[src/rtl/dmd_scan_ctrl.sv]
// dmd_scan_ctrl: row-scan controller for the 16x16 dot-matrix display.
// Fetches one 16-bit row from frame memory, blanks the panel, drives the
// row select and column data, strobes the latch clock, then holds the row
// for DWELL cycles before moving on. Rows 0..15 are walked continuously
// while 'en' is high.
// Optional feature macro: DMD_BRIGHT_EN (PWM-style brightness within HOLD).
module dmd_scan_ctrl #(
    parameter int unsigned DWELL     = 1000,
    parameter int unsigned BLANK_CYC = 4
) (
    input  logic        CLK,
    input  logic        RESET,
    input  logic        en,
    input  logic [1:0]  bright,
    input  logic [15:0] rd_data,
    output logic        rd_en,
    output logic [3:0]  rd_addr,
    output logic [3:0]  dmd_seg,
    output logic [15:0] dmd_column,
    output logic        DMD_CLK,
    output logic        DMD_CLR,
    output logic        frame_start
);

    typedef enum logic [2:0] {
        S_IDLE,
        S_BLANK,
        S_FETCH,
        S_LOAD,
        S_LATCH,
        S_HOLD
    } state_t;

    // Terminal counts; both counters count up from 0 after each state entry.
    localparam logic [15:0] DWELL_LAST = 16'(DWELL - 1);
    localparam logic [15:0] BLANK_LAST = 16'(BLANK_CYC - 1);

    state_t      state_q;
    logic [3:0]  row_q;
    logic [15:0] cnt_q;
    logic        rd_en_q;
    logic [3:0]  rd_addr_q;
    logic [3:0]  seg_q;
    logic [15:0] col_q;
    logic        clk_q;
    logic        clr_q;
    logic        fs_q;

`ifdef DMD_BRIGHT_EN
    logic [15:0] thresh_q;
    logic [15:0] thresh_d;
    logic [17:0] prod;

    // Lit-cycle threshold T = ((bright+1)*DWELL)>>2, never below 1.
    always_comb begin
        prod     = 18'({1'b0, bright} + 3'd1) * 18'(DWELL);
        thresh_d = 16'(prod >> 2);
        if (thresh_d == 16'd0) begin
            thresh_d = 16'd1;
        end
    end
`else
    // Brightness input is kept on the port list but has no effect here.
    logic unused_bright;
    assign unused_bright = ^bright;
`endif

    // Scan FSM: every output is a register updated together with the state.
    // The row counter survives a pass through IDLE, so re-enabling after a
    // mid-frame stop resumes at the next row rather than at row 0.
    always_ff @(posedge CLK or negedge RESET) begin
        if (!RESET) begin
            state_q   <= S_IDLE;
            row_q     <= 4'd0;
            cnt_q     <= 16'd0;
            rd_en_q   <= 1'b0;
            rd_addr_q <= 4'd0;
            seg_q     <= 4'd0;
            col_q     <= 16'd0;
            clk_q     <= 1'b0;
            clr_q     <= 1'b1;
            fs_q      <= 1'b0;
`ifdef DMD_BRIGHT_EN
            thresh_q  <= 16'd1;
`endif
        end else begin
            rd_en_q <= 1'b0;
            fs_q    <= 1'b0;
            clk_q   <= 1'b0;
            case (state_q)
                S_IDLE: begin
                    clr_q <= 1'b1;
                    col_q <= 16'd0;
                    if (en) begin
                        state_q <= S_BLANK;
                        cnt_q   <= 16'd0;
                    end
                end
                S_BLANK: begin
                    if (cnt_q == BLANK_LAST) begin
                        state_q   <= S_FETCH;
                        rd_en_q   <= 1'b1;
                        rd_addr_q <= row_q;
                        fs_q      <= (row_q == 4'd0);
                    end else begin
                        cnt_q <= cnt_q + 16'd1;
                    end
                end
                S_FETCH: begin
                    state_q <= S_LOAD;
                    seg_q   <= row_q;
                    clr_q   <= 1'b0;
                end
                S_LOAD: begin
                    state_q <= S_LATCH;
                    col_q   <= rd_data;
                    clk_q   <= 1'b1;
`ifdef DMD_BRIGHT_EN
                    thresh_q <= thresh_d;
`endif
                end
                S_LATCH: begin
                    state_q <= S_HOLD;
                    cnt_q   <= 16'd0;
                end
                S_HOLD: begin
                    if (cnt_q == DWELL_LAST) begin
                        row_q <= row_q + 4'd1;
                        clr_q <= 1'b1;
                        col_q <= 16'd0;
                        cnt_q <= 16'd0;
                        if (en) begin
                            state_q <= S_BLANK;
                        end else begin
                            state_q <= S_IDLE;
                        end
                    end else begin
                        cnt_q <= cnt_q + 16'd1;
`ifdef DMD_BRIGHT_EN
                        if ((cnt_q + 16'd1) >= thresh_q) begin
                            col_q <= 16'd0;
                            clr_q <= 1'b1;
                        end
`endif
                    end
                end
                default: begin
                    state_q <= S_IDLE;
                    clr_q   <= 1'b1;
                    col_q   <= 16'd0;
                end
            endcase
        end
    end

    assign rd_en       = rd_en_q;
    assign rd_addr     = rd_addr_q;
    assign dmd_seg     = seg_q;
    assign dmd_column  = col_q;
    assign DMD_CLK     = clk_q;
    assign DMD_CLR     = clr_q;
    assign frame_start = fs_q;

endmodule
[config.mk]
export PLATFORM = sky130hd
export DESIGN_NAME = dmd_scan_ctrl
export DESIGN_NICKNAME = d
export VERILOG_FILES = /design/src/rtl/dmd_scan_ctrl.sv
export SDC_FILE = /design/constraint.sdc
export NUM_CORES = 1
export LEC_CHECK = 0
export CAP_MARGIN = 25
export CORE_ASPECT_RATIO = 1.2
export CORE_MARGIN = 4
export CORE_UTILIZATION = 56
export CTS_CLUSTER_DIAMETER = 50
export DETAILED_ROUTE_END_ITERATION = 10
export PLACE_DENSITY = 0.9
export SKIP_CTS_REPAIR_TIMING = 1
export SYNTH_ARGS = -nofsm -noshare
export SYNTH_HDL_FRONTEND = slang
export SYNTH_SLANG_ARGS = --single-unit
[constraint.sdc]
create_clock -name CLK -period 5.2 [get_ports CLK]
set_input_delay 1.56 -clock CLK [delete_from_list [all_inputs] [get_ports CLK]]
set_output_delay 1.56 -clock CLK [all_outputs]
set_load 0.01 [all_outputs]
; ---- Yosys cells after proc, flatten, opt, wreduce, memory -nomap -nowiden
; Cells that the tools add are included.
[classes]
addsub = 2
eq_ne = 11
muxes = 18
bitwise = 2
reduce_logical = 11
[op_table]
columns = operator, count
row1 = 16-bit 2-to-1 mux, 4
row2 = 16-bit case mux with 4 select lines, 1
row3 = 16-bit case mux with 3 select lines, 1
row4 = 3-bit case mux with 6 select lines, 1
row5 = 16-bit by 1-bit adder with 16-bit output (second input constant), 1
row6 = 16-bit by 10-bit == test with 1-bit output (second input constant), 1
row7 = 16-bit by 2-bit == test with 1-bit output (second input constant), 1
row8 = 3-bit 2-to-1 mux, 3
row9 = 2-bit inequality test (second input constant), 4
row10 = 2-bit AND reduction, 4
row11 = 1-bit 2-to-1 mux, 7
row12 = 3-bit by 2-bit == test with 1-bit output (second input constant), 2
row13 = 3-bit == test (second input constant), 2
row14 = 3-bit AND reduction, 2
row15 = 3-bit OR reduction, 2
row16 = 4-bit by 1-bit adder with 4-bit output (second input constant), 1
row17 = 4-bit logical NOT, 1
row18 = 4-bit nonzero test, 1
row19 = 3-bit by 1-bit == test with 1-bit output (second input constant), 1
row20 = 3-bit logical NOT, 1
row21 = 1-bit case mux with 3 select lines, 1
row22 = 1-bit NOT, 2
[totals]
regBits = 51
in_bits = 21
output_inout_bits = 28
wordCells = 54

; ---- Longest topological paths before layout
[depth]
depth_word = 4
mapped_depth = 8
mapped_depth_nobuf = 6

; ---- Worst setup path after synthesis
; No wires, ideal clock.
[synth_timing]
kind = in2reg
from = input port en
to = register cnt_q[3]
setup_time_ns = 0.121
arrival_ns = 2.333
required_ns = 5.079
setup_slack_ns = 2.746
cell_stages = 5
n_path_buf = 0
cell_sequence = nor3_1 nor2_1 o21ai_1 a21o_1 a22o_1
[synth_between]
elab_chain_cells = 2
[synth_lines]
columns = element, line
row1 = from (decl), 13  ; input logic en,
row2 = 2-bit inequality test (no source line), -
row3 = 3-bit AND reduction (no source line), -
row4 = to (signal assigned), 106  ; cnt_q <= cnt_q + 16'd1;
row5 = to (signal assigned), 138  ; cnt_q <= cnt_q + 16'd1;
row6 = to (decl), 40  ; logic [15:0] cnt_q;
; Every way passes these cells.
; A chain may end at the register's enable or synchronous reset.

; ---- Worst setup path after layout
; Ends and elaborated chain as after synthesis.

==> results.toml <==
[routing]
drt-initial-drc-count = 140
avgViaCountPerCell = 6.03
wl_mm = 5.85
wl_per_cell_um = 16.6
first_pass_iters = 4
drc_errors = 0
antenna_left = 0
via_count = 2123

[setup_path]
worstReg2RegEnd = "cnt_q[2]"
reg2regPathDepth = 4
crit_type = "primary input to flip-flop"
ff2ff_setup_slack_ns = 2.41
crit_path_end_kind = "flip-flop"
critPathRequiredTime_ns = 5.39
worst_setup_path_start_kind = "primary input"
worstPathArrival_ns = 3.20
crit_fanout = 6
reg2reg_from = "state_q[0]"

[floorplan]
io_pins = 49
num_rows = 27
initial_core_util_pct = 57.4
die_w_um = 70.4
die_y_um = 82.9
die_area_mm2 = 0.00584
core_mm2 = 0.00456

[synth]
synthFlopType = "dfrtp_1"
synth_top_family_by_area = "compound AO/OA/AOI/OAI gates"
synth_top_cell_area_share_pct = 47.8
synth.top_cells.by_count = "50 x dfrtp_1, 23 x nand2_1, 21 x mux2_2, 16 x a22oi_1, 16 x o2bb2ai_1"
synthTopCellsByArea = "dfrtp_1 48%, mux2_2 9.0%, o2bb2ai_1 5.3%"
synth_seq_cells = 51
synth_adder_area_share_pct = 1.43
synth_top_area_cell = "dfrtp_1"
syn-cell-area_mm2 = 0.00262
synth_most_common_cell = "dfrtp_1"
synth_area_per_cell_um2 = 10.3
synth-async-reset-ratio_pct = 100
synth_edf_count = 0
synthSimpleGateAreaFrac_pct = 16.6
yosysWarnings = 0
synth_cells = 254
synth.area.mux_share_pct = 9.41
ys_types = 44
synth_compound_area_share_pct = 18.9
synth_xor_area_share_pct = 1.34
synth_nets = 278
yosysSeqAreaShare_pct = 48.8

[min_path]
hold_depth = 2
hold_path_class = "flip-flop to flip-flop"
min_to = "rd_addr[2]"
min_from = "rd_addr[2]"

[layout]
final_layout_size_suffix_gt1_share_pct = 14.6
instances_no_fill = 352
synthToLayoutAreaGrowth_pct = 22.9
num_antenna_cells = 0
nets = 317

[grt]
grt_use_total_pct = 21.2
grt_overflow = 0
grt_max_degree = 52
grt_pass1_wl_mm = 10.2
grt_pass1_vias = 2210
antenna_found_initial = 0

[flow_run]
drv_cap = 0

[power]
power_density_mw_per_mm2 = 491
vdd_ir_drop_max_v = 0.000317
power_leakage_nw = 1.36

[timing]
finalSetupTns_ns = 0
slew_headroom_pct = 37.4
timing_max_transition_violations_final = 0
hold_viol_final = 0
setup_viol = 0
worstMarginPinSlew_ns = 0.939
clock_skew_ns = 0.00553
fmax_mhz = 332
fin_crit_ns = 3.01
fin_crit_sh_pct = 57.8
rsz0062_at_grt = "no"

[outcome]
outcome = "finished clean"

[placement]
placed_cells = 344
dpl.hpwl_mm = 3.93
globalplace.congestion = 0.834
numPortBuffers = 46

[clock_network]
cts_made_buffers = 5
worstSkewPairLatency_ns = 0.30
root_buffer = "clkbuf_8"
clkTransAtPathRegs_ns = 0.09
clkSinkCount = 51
htreeDepth = 2
clockBufferDepth = 2
cts_tree = "done"
## worst max-delay path by stage
stage / from / end / slack [ns] / cells past startpoint
3_5_place_dp: en / cnt_q[3] / 1.86 / 6
2_1_floorplan: en / cnt_q[3] / 2.75 / 5
3_3_place_gp: en / cnt_q[3] / 1.92 / 6
5_1_grt: en / cnt_q[3] / 2.11 / 6
4_1_cts: en / cnt_q[3] / 2.19 / 6
6_report: en / cnt_q[3] / 2.19 / 6
## per-layer routing
metal / global-route usage, % / vias to the layer above / routed length [um] / share of wire [%]
li1: - / 1022 / - / -
met1: 25.9 / 1035 / 2470 / 42
met2: 35.9 / 57 / 3000 / 51
met3: 5.69 / 9 / 287 / 4.9
met4: 7.32 / 0 / 96 / 1.6
met5: 0 / - / 0 / 0
## critical path, stage by stage
cell,delay [ns]
clkdlybuf4s50_1,0.51
nor3_1,0.07
nor2_1,0.39
o21ai_1,0.27
a21o_1,0.21
a22o_1,0.18
## report_power, final
| group | total, mW | leakage [nW] | switching (mW) | internal, mW |
|---|---|---|---|---|
| clock network | 0.282 | 0.0612 | 0.126 | 0.156 |
| registers | 0.718 | 0.682 | 0.192 | 0.526 |
| logic | 0.583 | 0.612 | 0.267 | 0.316 |
## logic make-up after synthesis
group / Yosys count
and+or+nand+nor: 81
AOI/OAI and AO/OA: 69
DFF: 51
buffers and inverters: 24
muxes: 22
xor gates and xnor gates: 4
adders and majority gates: 3
## state kept, by name, indices dropped and copies added, names as in the netlist
| signal | flops |
|---|---|
| cnt_q | 16 |
| dmd_column | 16 |
| dmd_seg | 4 |
| rd_addr | 4 |
| row_q | 4 |
| state_q | 3 |
| DMD_CLK | 1 |
| DMD_CLR | 1 |
| frame_start | 1 |
| rd_en | 1 |
## placed cells by master, fill, tap and decap left out, types with 2 or more instances in the layout
cell,netlist,final
a22oi_1,16,16
o31ai_1,2,2
buf_4,0,3
nor4_1,3,3
inv_1,7,7
mux2_2,21,21
xnor2_1,2,2
a22o_1,2,2
dfrtp_1,50,50
o2bb2ai_1,16,16
nor3_1,3,3
a21oi_1,6,6
nor2_1,11,11
clkdlybuf4s50_1,0,45
nand2_1,23,23
a31oi_1,7,7
clkbuf_8,0,6
or4_1,2,2
or2_2,5,5
or4_4,2,2
nand4_1,4,4
o311ai_0,2,2
and3_1,4,4
nor2b_1,3,3
nand3_1,10,10
xor2_1,2,2
o21ai_0,11,11
a21o_1,3,3
ha_1,3,3
or3_1,3,3
## stage by stage
stage / total power, mW / cell area [um^2] / utilization, % / worst slack (ns) / hold slack [ns]
after global routing: 1.69 / 3220 / 70.6 / 2.11 / 0.514
after CTS: 1.59 / 3220 / 70.6 / 2.19 / 0.486
final: 1.58 / 3220 / 70.6 / 2.19 / 0.483
after floorplan: 1.05 / 2620 / - / 2.75 / 0.473
after detailed placement: 1.30 / 3100 / 68.0 / 1.86 / 0.465
after global placement: 1.27 / 3100 / 68.0 / 1.92 / 0.455
## layout make-up
cell class | count | area [um^2]
inverter | 7 | 26.3
clock buffer | 6 | 82.6
fill | 328 | 1340
timing repair buffer | 49 | 478
clock inverter | 2 | 35.0
sequential | 51 | 1280
multi-input combinational | 179 | 1250
tap | 58 | 72.6
No activity file was read; power rests on OpenSTA's default activity.
